### src/rtl/dds_ctrl_pkg.sv
// Shared types and default widths for the DDS tuning-ramp control path.
// Widths match the DDS accumulator/tune ports and the DDS testbenches.
package dds_ctrl_pkg;
    localparam int TUNE_BITS = 44;
    localparam int STEP_BITS = 32;
    localparam int DIV_BITS  = 16;

    typedef enum logic [1:0] {IDLE, LOAD, RAMP, DONE} t_ramp_state;
    typedef enum logic {DIR_UP, DIR_DOWN} t_ramp_dir;
endpackage

### src/rtl/dds_ramp_stepper.sv
// Clamped next tune word for one ramp step; purely combinational, zero latency.
// No backpressure: the caller decides when to register the result.
module dds_ramp_stepper
    import dds_ctrl_pkg::*;
#(
    parameter int g_tune_bits = TUNE_BITS
) (
    input  logic [g_tune_bits-1:0] cur,
    input  logic [g_tune_bits-1:0] step,
    input  logic [g_tune_bits-1:0] target,
    input  t_ramp_dir              dir,
    output logic [g_tune_bits-1:0] next,
    output logic                   reached
);
    logic [g_tune_bits:0] sum;
    logic [g_tune_bits:0] diff;

    assign sum  = {1'b0, cur} + {1'b0, step};
    assign diff = {1'b0, cur} - {1'b0, step};

    // Anything that overshoots, wraps or uses a zero step lands exactly on target.
    always_comb begin
        next = target;
        if (step != '0) begin
            if (dir == DIR_UP) begin
                if (!sum[g_tune_bits] && (sum[g_tune_bits-1:0] < target))
                    next = sum[g_tune_bits-1:0];
            end else begin
                if (!diff[g_tune_bits] && (diff[g_tune_bits-1:0] > target))
                    next = diff[g_tune_bits-1:0];
            end
        end
    end

    assign reached = (next == target);
endmodule

### src/rtl/dds_tune_ramp_ctrl.sv
// Linear tune-word ramp sequencer for one DDS channel; start word one cycle after go, then a step every div+1 cycles.
// No backpressure; abort returns to idle holding tune_o. Phase preset enabled by DDS_RAMP_PHASE_SYNC_EN.
module dds_tune_ramp_ctrl
    import dds_ctrl_pkg::*;
#(
    parameter int g_tune_bits = TUNE_BITS,
    parameter int g_step_bits = STEP_BITS,
    parameter int g_div_bits  = DIV_BITS
) (
    input  logic                   clk_i,
    input  logic                   rst_n_i,
    input  logic [g_tune_bits-1:0] cfg_start_i,
    input  logic [g_tune_bits-1:0] cfg_target_i,
    input  logic [g_step_bits-1:0] cfg_step_i,
    input  logic [g_div_bits-1:0]  cfg_div_i,
    input  logic [g_tune_bits-1:0] cfg_acc_i,
    input  logic                   cmd_go_i,
    input  logic                   cmd_abort_i,
    output logic                   busy_o,
    output logic                   done_o,
    output logic [g_tune_bits-1:0] tune_o,
    output logic                   tune_load_o,
    output logic [g_tune_bits-1:0] acc_o,
    output logic                   acc_load_o
);
    localparam logic [g_div_bits-1:0] DIV_ONE = {{(g_div_bits-1){1'b0}}, 1'b1};

    t_ramp_state            state_q, state_nxt;
    t_ramp_dir              dir_q;
    logic [g_tune_bits-1:0] start_q, target_q, tune_q, tune_nxt, step_ext, step_val;
    logic [g_step_bits-1:0] step_q;
    logic [g_div_bits-1:0]  div_q, div_cnt_q, div_cnt_nxt;
    logic                   tune_load_q, tune_load_nxt;
    logic                   busy_q, busy_nxt, done_q, done_nxt;
    logic                   cfg_latch, step_reached;

    assign step_ext = {{(g_tune_bits-g_step_bits){1'b0}}, step_q};

    dds_ramp_stepper #(.g_tune_bits(g_tune_bits)) u_stepper (
        .cur     (tune_q),
        .step    (step_ext),
        .target  (target_q),
        .dir     (dir_q),
        .next    (step_val),
        .reached (step_reached)
    );

    always_comb begin
        state_nxt     = state_q;
        tune_nxt      = tune_q;
        tune_load_nxt = 1'b0;
        done_nxt      = 1'b0;
        busy_nxt      = busy_q;
        div_cnt_nxt   = div_cnt_q;
        cfg_latch     = 1'b0;
        if ((state_q != IDLE) && cmd_abort_i) begin
            state_nxt = IDLE;
            busy_nxt  = 1'b0;
        end else begin
            case (state_q)
                IDLE: begin
                    busy_nxt = 1'b0;
                    if (cmd_go_i && !cmd_abort_i) begin
                        cfg_latch = 1'b1;
                        busy_nxt  = 1'b1;
                        state_nxt = LOAD;
                    end
                end
                LOAD: begin
                    tune_nxt      = start_q;
                    tune_load_nxt = 1'b1;
                    div_cnt_nxt   = div_q;
                    state_nxt     = (start_q == target_q) ? DONE : RAMP;
                end
                RAMP: begin
                    if (div_cnt_q != '0) begin
                        div_cnt_nxt = div_cnt_q - DIV_ONE;
                    end else begin
                        tune_nxt      = step_val;
                        tune_load_nxt = 1'b1;
                        div_cnt_nxt   = div_q;
                        if (step_reached)
                            state_nxt = DONE;
                    end
                end
                DONE: begin
                    // busy stays up through the done pulse and drops on the following cycle
                    done_nxt  = 1'b1;
                    busy_nxt  = 1'b1;
                    state_nxt = IDLE;
                end
                default: state_nxt = IDLE;
            endcase
        end
    end

    always_ff @(posedge clk_i or negedge rst_n_i) begin
        if (!rst_n_i) begin
            state_q     <= IDLE;
            tune_q      <= '0;
            tune_load_q <= 1'b0;
            busy_q      <= 1'b0;
            done_q      <= 1'b0;
            div_cnt_q   <= '0;
        end else begin
            state_q     <= state_nxt;
            tune_q      <= tune_nxt;
            tune_load_q <= tune_load_nxt;
            busy_q      <= busy_nxt;
            done_q      <= done_nxt;
            div_cnt_q   <= div_cnt_nxt;
        end
    end

    always_ff @(posedge clk_i or negedge rst_n_i) begin
        if (!rst_n_i) begin
            start_q  <= '0;
            target_q <= '0;
            step_q   <= '0;
            div_q    <= '0;
            dir_q    <= DIR_UP;
        end else if (cfg_latch) begin
            start_q  <= cfg_start_i;
            target_q <= cfg_target_i;
            step_q   <= cfg_step_i;
            div_q    <= cfg_div_i;
            dir_q    <= (cfg_target_i >= cfg_start_i) ? DIR_UP : DIR_DOWN;
        end
    end

    assign tune_o      = tune_q;
    assign tune_load_o = tune_load_q;
    assign busy_o      = busy_q;
    assign done_o      = done_q;

`ifdef DDS_RAMP_PHASE_SYNC_EN
    logic [g_tune_bits-1:0] acc_cfg_q, acc_q;
    logic                   acc_load_q;

    always_ff @(posedge clk_i or negedge rst_n_i) begin
        if (!rst_n_i) begin
            acc_cfg_q  <= '0;
            acc_q      <= '0;
            acc_load_q <= 1'b0;
        end else begin
            acc_load_q <= 1'b0;
            if (cfg_latch)
                acc_cfg_q <= cfg_acc_i;
            if ((state_q == LOAD) && !cmd_abort_i) begin
                acc_q      <= acc_cfg_q;
                acc_load_q <= 1'b1;
            end
        end
    end

    assign acc_o      = acc_q;
    assign acc_load_o = acc_load_q;
`else
    logic unused_acc;
    assign unused_acc = ^cfg_acc_i;
    assign acc_o      = '0;
    assign acc_load_o = 1'b0;
`endif
endmodule

### config.mk
export PLATFORM = sky130hd
export DESIGN_NAME = dds_tune_ramp_ctrl
export DESIGN_NICKNAME = d
export VERILOG_FILES = /design/src/rtl/dds_ctrl_pkg.sv /design/src/rtl/dds_ramp_stepper.sv /design/src/rtl/dds_tune_ramp_ctrl.sv
export SDC_FILE = /design/constraint.sdc
export NUM_CORES = 1
export LEC_CHECK = 0
export ABC_AREA = 1
export CAP_MARGIN = 20
export CORE_ASPECT_RATIO = 1.5
export CORE_MARGIN = 5
export CORE_UTILIZATION = 55
export CTS_BUF_LIST = sky130_fd_sc_hd__clkbuf_4
export DETAILED_ROUTE_END_ITERATION = 8
export GPL_TIMING_DRIVEN = 0
export PLACE_DENSITY = 0.79
export SYNTH_ARGS = -nofsm -noshare
export SYNTH_HDL_FRONTEND = slang
export SYNTH_HIERARCHICAL = 1
export SYNTH_SLANG_ARGS = --single-unit
### constraint.sdc
create_clock -name clk_i -period 5.8 [get_ports clk_i]
set_input_delay 1.16 -clock clk_i [delete_from_list [all_inputs] [get_ports clk_i]]
set_output_delay 1.16 -clock clk_i [all_outputs]
set_load 0.02 [all_outputs]
### Yosys cells after proc, flatten, opt, wreduce, memory -nomap -nowiden

Cells that the tools add are included.

| operators by class | value |
|---|---|
| add/sub/neg operators | 3 |
| bitwise logic cells | 1 |
| muxes and demuxes | 25 |
| eq/ne operators | 9 |
| reductions and logical operators | 16 |
| magnitude comparators | 3 |

Operator list:

| operator | count |
|---|---|
| 44-bit two-way mux | 5 |
| 44-bit == test | 2 |
| 44-bit one-hot mux with 2 select lines | 1 |
| 44-bit by 32-bit adder with 45-bit output | 1 |
| 44-bit by 32-bit subtractor with 45-bit output | 1 |
| 44-bit greater-or-equal comparator | 1 |
| 44-bit > comparator | 1 |
| 44-bit < comparator | 1 |
| 44-bit nonzero test | 1 |
| 16-bit one-hot mux with 2 select lines | 1 |
| 16-bit two-way mux | 1 |
| 16-bit nonzero test | 1 |
| 16-bit by 1-bit subtractor with 16-bit output, second input constant | 1 |
| 1-bit two-way mux | 10 |
| 3-bit inequality test, second input constant | 3 |
| 2-bit two-way mux | 4 |
| 2-bit one-hot mux with 4 select lines | 1 |
| 3-bit AND reduction | 2 |
| 2-bit == test, second input constant | 2 |
| 1-bit logical AND | 4 |
| 1-bit one-hot mux with 2 select lines | 2 |
| 2-bit nonzero test | 2 |
| 1-bit logical NOT | 3 |
| 3-bit nonzero test | 1 |
| other kinds (5) | 5 |

| word-level totals | value |
|---|---|
| bits of input ports | 184 |
| register bits | 202 |
| output and inout bits | 92 |

### Logic depth before layout (Yosys ltp)

Gate-level depths: netlist of run 1.

| depth | value |
|---|---|
| depth in word-level cells | 11 |
| gate-level depth with buffers | 46 |
| depth with buffers taken out | 44 |

### Hierarchy

The synthesis of run 1 kept the hierarchy.

By module, submodules not included:

| module | cells an instance | seq. area each (um^2) | times used | area each (um^2) |
|---|---|---|---|---|
| dds_ramp_stepper | 2503 | 0.0 | 1 | 12600.8 |
| dds_tune_ramp_ctrl | 1292 | 5054.8 | 1 | 10756.6 |

### Least setup slack after synthesis of run 1

No wires, ideal clock.

| timing path | value |
|---|---|
| path type | register -> register |
| start | register tune_q[0], in the netlist tune_o[0] |
| end | register state_q[1] |
| buffers on the path | 1 |
| required time | 5664 ps |
| arrival | 4464 ps |
| cell stages (with the launch flop) | 42 |
| slack | 1200 ps |
| cells stage by stage | dfrtp_1 inv_1 ha_1 fa_1 inv_1 nand3_1 nand3_1 nand2_1 nand2_1 nand4_1 nand3_1 nand2_1 nand2_1 xor2_1 inv_1 ha_1 nand3_1 nor2_1 (+6 left out) buf_8 nand2_2 nand3_2 nand2_1 nand2_1 nand2_1 nand2_1 nand2_1 nor2_1 nand2_1 nor2_1 nand2_1 nor2_2 nor2_1 nand2_1 nand3_1 nand2_1 o21ai_0 |

| between the ends | value |
|---|---|
| word-level cells in the longest chain between the ends | 9 |
| elaborated cells on any way between the ends | 15 |
| those cells by class | add/sub: 2; order compare: 2; eq/ne: 2; mux: 4; reduce/logical: 5 |

Ends and longest elaborated chain:

| what | line | source |
|---|---|---|
| start: declaration | dds_tune_ramp_ctrl.sv:30 | `logic [g_tune_bits-1:0] start_q, target_q, tune_q, tune_nxt, step_ext, step_val;` |
| start signal: assignment | dds_tune_ramp_ctrl.sv:107 | `tune_q <= tune_nxt;` |
| 44-bit by 32-bit adder with 45-bit output / 44-bit by 32-bit subtractor with 45-bit output (equally long branches) | dds_ramp_stepper.sv:18, dds_ramp_stepper.sv:19 |  |
| 44-bit < comparator, or another cell as far along | dds_ramp_stepper.sv:26 | `if (!sum[g_tune_bits] && (sum[g_tune_bits-1:0] < target))` |
| 1-bit logical AND, on equally long branches | dds_ramp_stepper.sv:26, dds_ramp_stepper.sv:29 |  |
| 44-bit two-way mux, on equally long branches | dds_ramp_stepper.sv:26, dds_ramp_stepper.sv:29 |  |
| 44-bit two-way mux (*) | dds_ramp_stepper.sv:25 | `if (dir == DIR_UP) begin` |
| 44-bit two-way mux (*) | dds_ramp_stepper.sv:24 | `if (step != '0) begin` |
| 44-bit == test (*) | dds_ramp_stepper.sv:35 | `assign reached = (next == target);` |
| via step_reached | dds_tune_ramp_ctrl.sv:35 | `logic cfg_latch, step_reached;` |
| 3-bit inequality test (no source line) (*) | - |  |
| 3-bit AND reduction (no source line) (*) | - |  |
| end signal: assignment | dds_tune_ramp_ctrl.sv:106 | `state_q <= state_nxt;` |
| end: declaration | dds_tune_ramp_ctrl.sv:28 | `t_ramp_state state_q, state_nxt;` |

Mark *: on every way through the listed nets, which the timed path passes. The rest lies on a longest branch.
A chain may end at the register's enable or synchronous reset.

### Final worst setup path of run 1

| timing path | value |
|---|---|
| start | register tune_q[10], in the netlist tune_o[10] |
| end | register state_q[0] |

The elaborated chain is that of the path after synthesis.

==> impl_metrics.yaml, run 1 <==
outcome:
  status: "finished clean"
synthesis:
  async_flop_share: 1.000
  synth_most_common_cell: "nand2_1"
  ys_top_cells_by_count: "nand2_1, inv_1, nor2_1"
  synthFlopType: "dfrtp_1"
  netlist_area_um2: 23360
  synth_area_per_cell_um2: 6.155
  ys_ff_latch: 202
  seq_area_frac_synth: 0.2164
  yosys_warnings: 6
  synth_area_leaders: "dfrtp_1, nand2_1, ha_1"
  yosysTopAreaCellShare: 0.2164
  synthCells: 3795
  synth_cell_types: 45
  synth.largest_area_cell: "dfrtp_1"
  synth_edf_count: 0
critical_path:
  crit_top_cell: "nand2_1"
  startpoint_type: "flop"
  arrival_ns: 6.37
  crit_required_ns: 6.53
  end_kind: "flop"
  crit_path_top_delay_cell: "dfrtp_2"
  crit_type: "reg -> reg"
  max_stage_delay_ns: 0.46
  cp_max_fo: 8
floorplan:
  rows: 92
  ios: 276
  dieArea_um2: 46770
  initial_core_util: 0.5559
  coreArea_um2: 42020
  die_x_um: 178.3
  chipHeight_um: 262.4
placed_design:
  place_area_um2: 26260
  place.gp.congestion: 1.015
  place_inst: 4626
  post-dp-hpwl_mm: 82.80
  place_ws_ns: -0.7954
  numPortBuffers: 186
route:
  postRouteAntennaNets: 0
  totalWireLength_mm: 99.39
  post_drt_wl_per_cell_um: 20.89
  firstDrtPassIters: 8
  avgViaCountPerCell: 5.559
  drcViolationCount: 0
  drt_iter0_drc: 2135
  vias: 26448
clocking:
  clock-sinks: 202
  clk_pin_slew_ns: 0.08
  cts_inserted_buffers: 50
  cts_hold_buffers: 0
  cts_max_level: 2
  cts_buffer_depth: 3
  tritoncts: "done"
  clk_latency_ns: 0.83
  clockRootBuffer: "clkbuf_4"
global_route:
  grt_pass1_wl_mm: 145.1
  antenna_found_initial: 3
  track_usage: 0.4100
  grt_pass1_vias: 26110
  grt_overflow_total: 0
  grt_start_max_net_pins: 117
layout:
  num-nets-final: 4568
  design_area_um2: 28170
  drive_gt1_frac: 0.1441
  area_growth_syn_to_layout_pct: 20.62
  layout.cells.non_filler: 4758
  final_core_util: 0.6705
sta:
  fin_worst_skew_ns: 0.05240
  fin_crit_sh: 0.9723
  drv_slew: 0
  clock.fmax_ghz: 0.1773
  min_period_ns: 5.639
  worst_pin_slew_ns: 1.226
  max-slew-margin-rel: 0.1750
  hold_viol: 0
  setup_viol: 0
  layout_setup_ws_ns: 0.1607
job:
  cap_violations: 0
min_path:
  worst_hold_path_type: "in -> async"
==> area by class of cell <==
cell class / instances / area, µm²
sequential: 202 / 5086
inverter: 578 / 2172
buffer: 177 / 1121
clock buffer: 71 / 533.0
tap: 564 / 705.7
fill: 3892 / 13840
multi-input combinational: 2918 / 16230
timing repair buffer: 230 / 2247
clock inverter: 16 / 72.57
antenna: 2 / 5.005
==> through the flow <==
stage / hold WS [ns] / setup TNS (ns)
4_1_cts: 0.3524 / 0
2_1_floorplan: 0.4530 / 0
3_3_place_gp: 0.4671 / -1009.86
5_1_grt: 0.3988 / -0.1629
3_5_place_dp: 0.4792 / -1.709
6_report: 0.3601 / 0
==> flip-flops by register name (all words and copies together), names as in the netlist <==
signal	count
busy_o	1
dir_q	1
div_cnt_q	16
div_q	16
done_o	1
start_q	44
state_q	2
step_q	32
target_q	44
tune_load_o	1
tune_o	44
==> worst max-delay path, delay by kind of cell, from the launching register on <==
kind,cells,cell delay (ns)
and+or+nand+nor,34,3.51
adders and majority gates,2,0.59
buffers and inverters,5,0.65
DFF,1,0.46
AOI/OAI and AO/OA,2,0.30
==> metal layers <==
layer | wire length [µm] | up-vias | track usage
met5 | 12 | - | 0
met2 | 45970 | 1283 | 0.6817
met4 | 12730 | 2 | 0.4090
met1 | 33900 | 12013 | 0.4238
met3 | 6779 | 494 | 0.06418
li1 | - | 12656 | -
==> timing repair <==
action / in CTS / in global routing
hold endpoints to repair: 0 / 0
buffers inserted: 3 / 39
pin swaps: 6 / 41
endpoints found under the setup margin: 6 / 2
gates cloned: 0 / 1
gates resized for setup: 53 / 251
==> placed cells by master (no fill, tap or decap), drive strengths merged <==
master and n:
o311ai 1, a22oi 1, nand4 97, nor4 8, fa 2, and2 14, a21oi 223, o21bai 21
inv 571, o21a 7, nor2 336, or2 1, o21ai 206, clkbuf 122, nand3 267, o22ai 5
ha 225, dfrtp 202, conb 81, a21o 11, xor2 53, a21boi 3, xnor2 15, mux2 47
buf 171, nand3b 3, o211ai 3, nand2 1255, clkinv 23, diode 2, o221ai 5, nor3 28
clkdlybuf4s50 185
==> worst paths after layout <==
kind | start | end | slack (ns) | depth (start not counted)
hold / removal | rst_n_i | target_q[6] | 0.36 | 1
setup / recovery | tune_o[10] | state_q[0] | 0.16 | 43
min in group clk_i | start_q[37] | start_q[37] | 0.50 | 2
max in group asynchronous | rst_n_i | tune_o[33] | 4.34 | 2
setup reg to reg | tune_o[10] | state_q[0] | 0.16 | 43
hold reg to reg | start_q[37] | start_q[37] | 0.50 | 2
==> logic make-up (layout without fill, tap and decap cells) <==
kind of cell,after synthesis,after routing,share of synthesized area
mux,47,47,0.02266
buf+inv,755,1072,0.1378
compound gates,486,486,0.1108
other cells,1,83,0.0001605
flops,202,202,0.2164
simple gates,2009,2009,0.3644
fa+ha+maj,227,227,0.1222
xor+xnor,68,68,0.02550
Power of run 1 is left out: the tool's default activity adds up to more than one toggle a clock period on the data nets, which glitch-free logic cannot reach.
==> inputs of run 2 (changes only) <==
- CORE_UTILIZATION: 55 -> 59
- CTS_CLUSTER_SIZE: default -> 28
- PLACE_DENSITY: 0.79 -> 0.84
- SLEW_MARGIN: default -> 10
==> run 2 against run 1 <==
Final cell count shrank 1.2%. Non-clock buffer count is the same. Worst setup slack lost 0.058 ns. Hold slack gained 0.030 ns. Utilization grew 3.7 points. Maximum frequency shrank 1.0%. Largest cell class unchanged.
==> impl_metrics.yaml, run 2 (synthesized netlist as in run 1, its figures left out) <==
outcome:
  status: "finished clean"
floorplan:
  chipHeight_um: 253.7
  initial_core_util: 0.5942
  coreArea_um2: 39310
  dieArea_um2: 43750
  die_x_um: 172.5
  rows: 89
  ios: 276
route:
  totalWireLength_mm: 97.53
  avgViaCountPerCell: 5.673
  vias: 26663
  drt_iter0_drc: 2618
  drcViolationCount: 0
  post_drt_wl_per_cell_um: 20.75
  postRouteAntennaNets: 0
  firstDrtPassIters: 8
global_route:
  track_usage: 0.4316
  grt_start_max_net_pins: 106
  antenna_found_initial: 4
  grt_pass1_vias: 25453
  grt_overflow_total: 0
  grt_pass1_wl_mm: 142.0
placed_design:
  numPortBuffers: 186
  place_area_um2: 26180
  post-dp-hpwl_mm: 79.56
  place_inst: 4562
  place.gp.congestion: 1.068
sta:
  max-slew-margin-rel: 0.3498
  clock.fmax_ghz: 0.1755
  fin_crit_sh: 0.9824
  min_period_ns: 5.698
  hold_viol: 0
  fin_worst_skew_ns: 0.07799
  finalSetupTns_ns: 0
  setup_viol: 0
  drv_slew: 0
  worst_pin_slew_ns: 0.9664
clocking:
  clk_pin_slew_ns: 0.08
  cts_buffer_depth: 3
  clock-sinks: 202
  tritoncts: "done"
  clockRootBuffer: "clkbuf_4"
  clk_latency_ns: 0.81
  cts_max_level: 2
  cts_inserted_buffers: 53
critical_path:
  cp_top_family: "simple AND/OR/NAND/NOR gates"
  path_depth: 37
  r2r_cells: 37
  startpoint_type: "flop"
  worstPathBufferInverterCount: 4
  arrival_ns: 6.33
  crit_required_ns: 6.44
  worstSetupEndpoint: "state_q[1]"
  timing.rr.start: "tune_o[20]"
  crit_path_top_delay_cell: "dfrtp_2"
  cp_max_fo: 10
  crit_type: "reg -> reg"
  crit_path_start: "tune_o[20]"
  end_kind: "flop"
  crit_top_cell: "nand2_1"
  r2r-end: "state_q[1]"
  max_stage_delay_ns: 0.47
  r2r_slack_ns: 0.10
layout:
  layout.cells.non_filler: 4700
  design_area_um2: 27800
  layout_commonest_cell: "nand2_1"
  num-nets-final: 4571
  nFillCells: 3642
  final_cell_mix: "nand2_1, inv_1, nor2_1"
  area_growth_syn_to_layout_pct: 19.00
  drive_gt1_frac: 0.1263
min_path:
  worst_hold_path_type: "in -> async"
job:
  cap_violations: 0
run 2: final cells by class:
| cell class | count | area (µm²) | area share |
|---|---|---|---|
| multi-input cells | 2918 | 15940 | 0.5734 |
| flip-flops and latches | 202 | 5070 | 0.1824 |
| repair buffers | 230 | 2256 | 0.08116 |
| inverters | 578 | 2172 | 0.07815 |
| plain buffers | 177 | 1110 | 0.03993 |
| well taps | 500 | 625.6 | 0.02251 |
| clock buffers | 69 | 518.0 | 0.01864 |
| clock inverters | 24 | 101.3 | 0.003646 |
| diodes | 2 | 5.005 | 0.0001801 |
run 2: how the worst min path moves through the flow:
stage | startpoint | endpoint | slack, ns | cells past startpoint
final | rst_n_i | step_q[10] | 0.39 | 1
after global routing | rst_n_i | step_q[10] | 0.45 | 1
after CTS | rst_n_i | step_q[0] | 0.40 | 1
after detailed placement | start_q[43] | start_q[43] | 0.50 | 2
after global placement | start_q[37] | start_q[37] | 0.47 | 2
after floorplan | start_q[37] | start_q[37] | 0.45 | 2
run 2: per-stage QoR:
step / hold WS [ns] / utilization / worst slack (ns)
3_3_place_gp: 0.4681 / 0.6651 / -4.985
5_1_grt: 0.4482 / 0.7070 / -0.1404
3_5_place_dp: 0.4982 / 0.6659 / -0.9069
6_report: 0.3903 / 0.7071 / 0.1023
2_1_floorplan: 0.4530 / - / 1.200
4_1_cts: 0.3967 / 0.6849 / 0.02980
run 2: repair_timing:
item                                    4_1_cts  5_1_grt
buffers inserted                              5       36
endpoints found under the setup margin       33       11
pin swaps                                     1       30
cloned                                        0        2
resized for setup                            26      166
endpoints found under the hold margin         0        0
hold buffers                                  0        0
run 2: layer usage:
layer	vias to the layer above	wire, µm	share of wire	global-route usage
met1	12090	33550	0.34	0.4637
met2	1437	45490	0.47	0.7160
met4	4	11160	0.11	0.3879
met3	471	7298	0.075	0.07205
met5	-	21	0.00022	0
li1	12661	-	-	-
Power of run 2 is left out for the same reason.
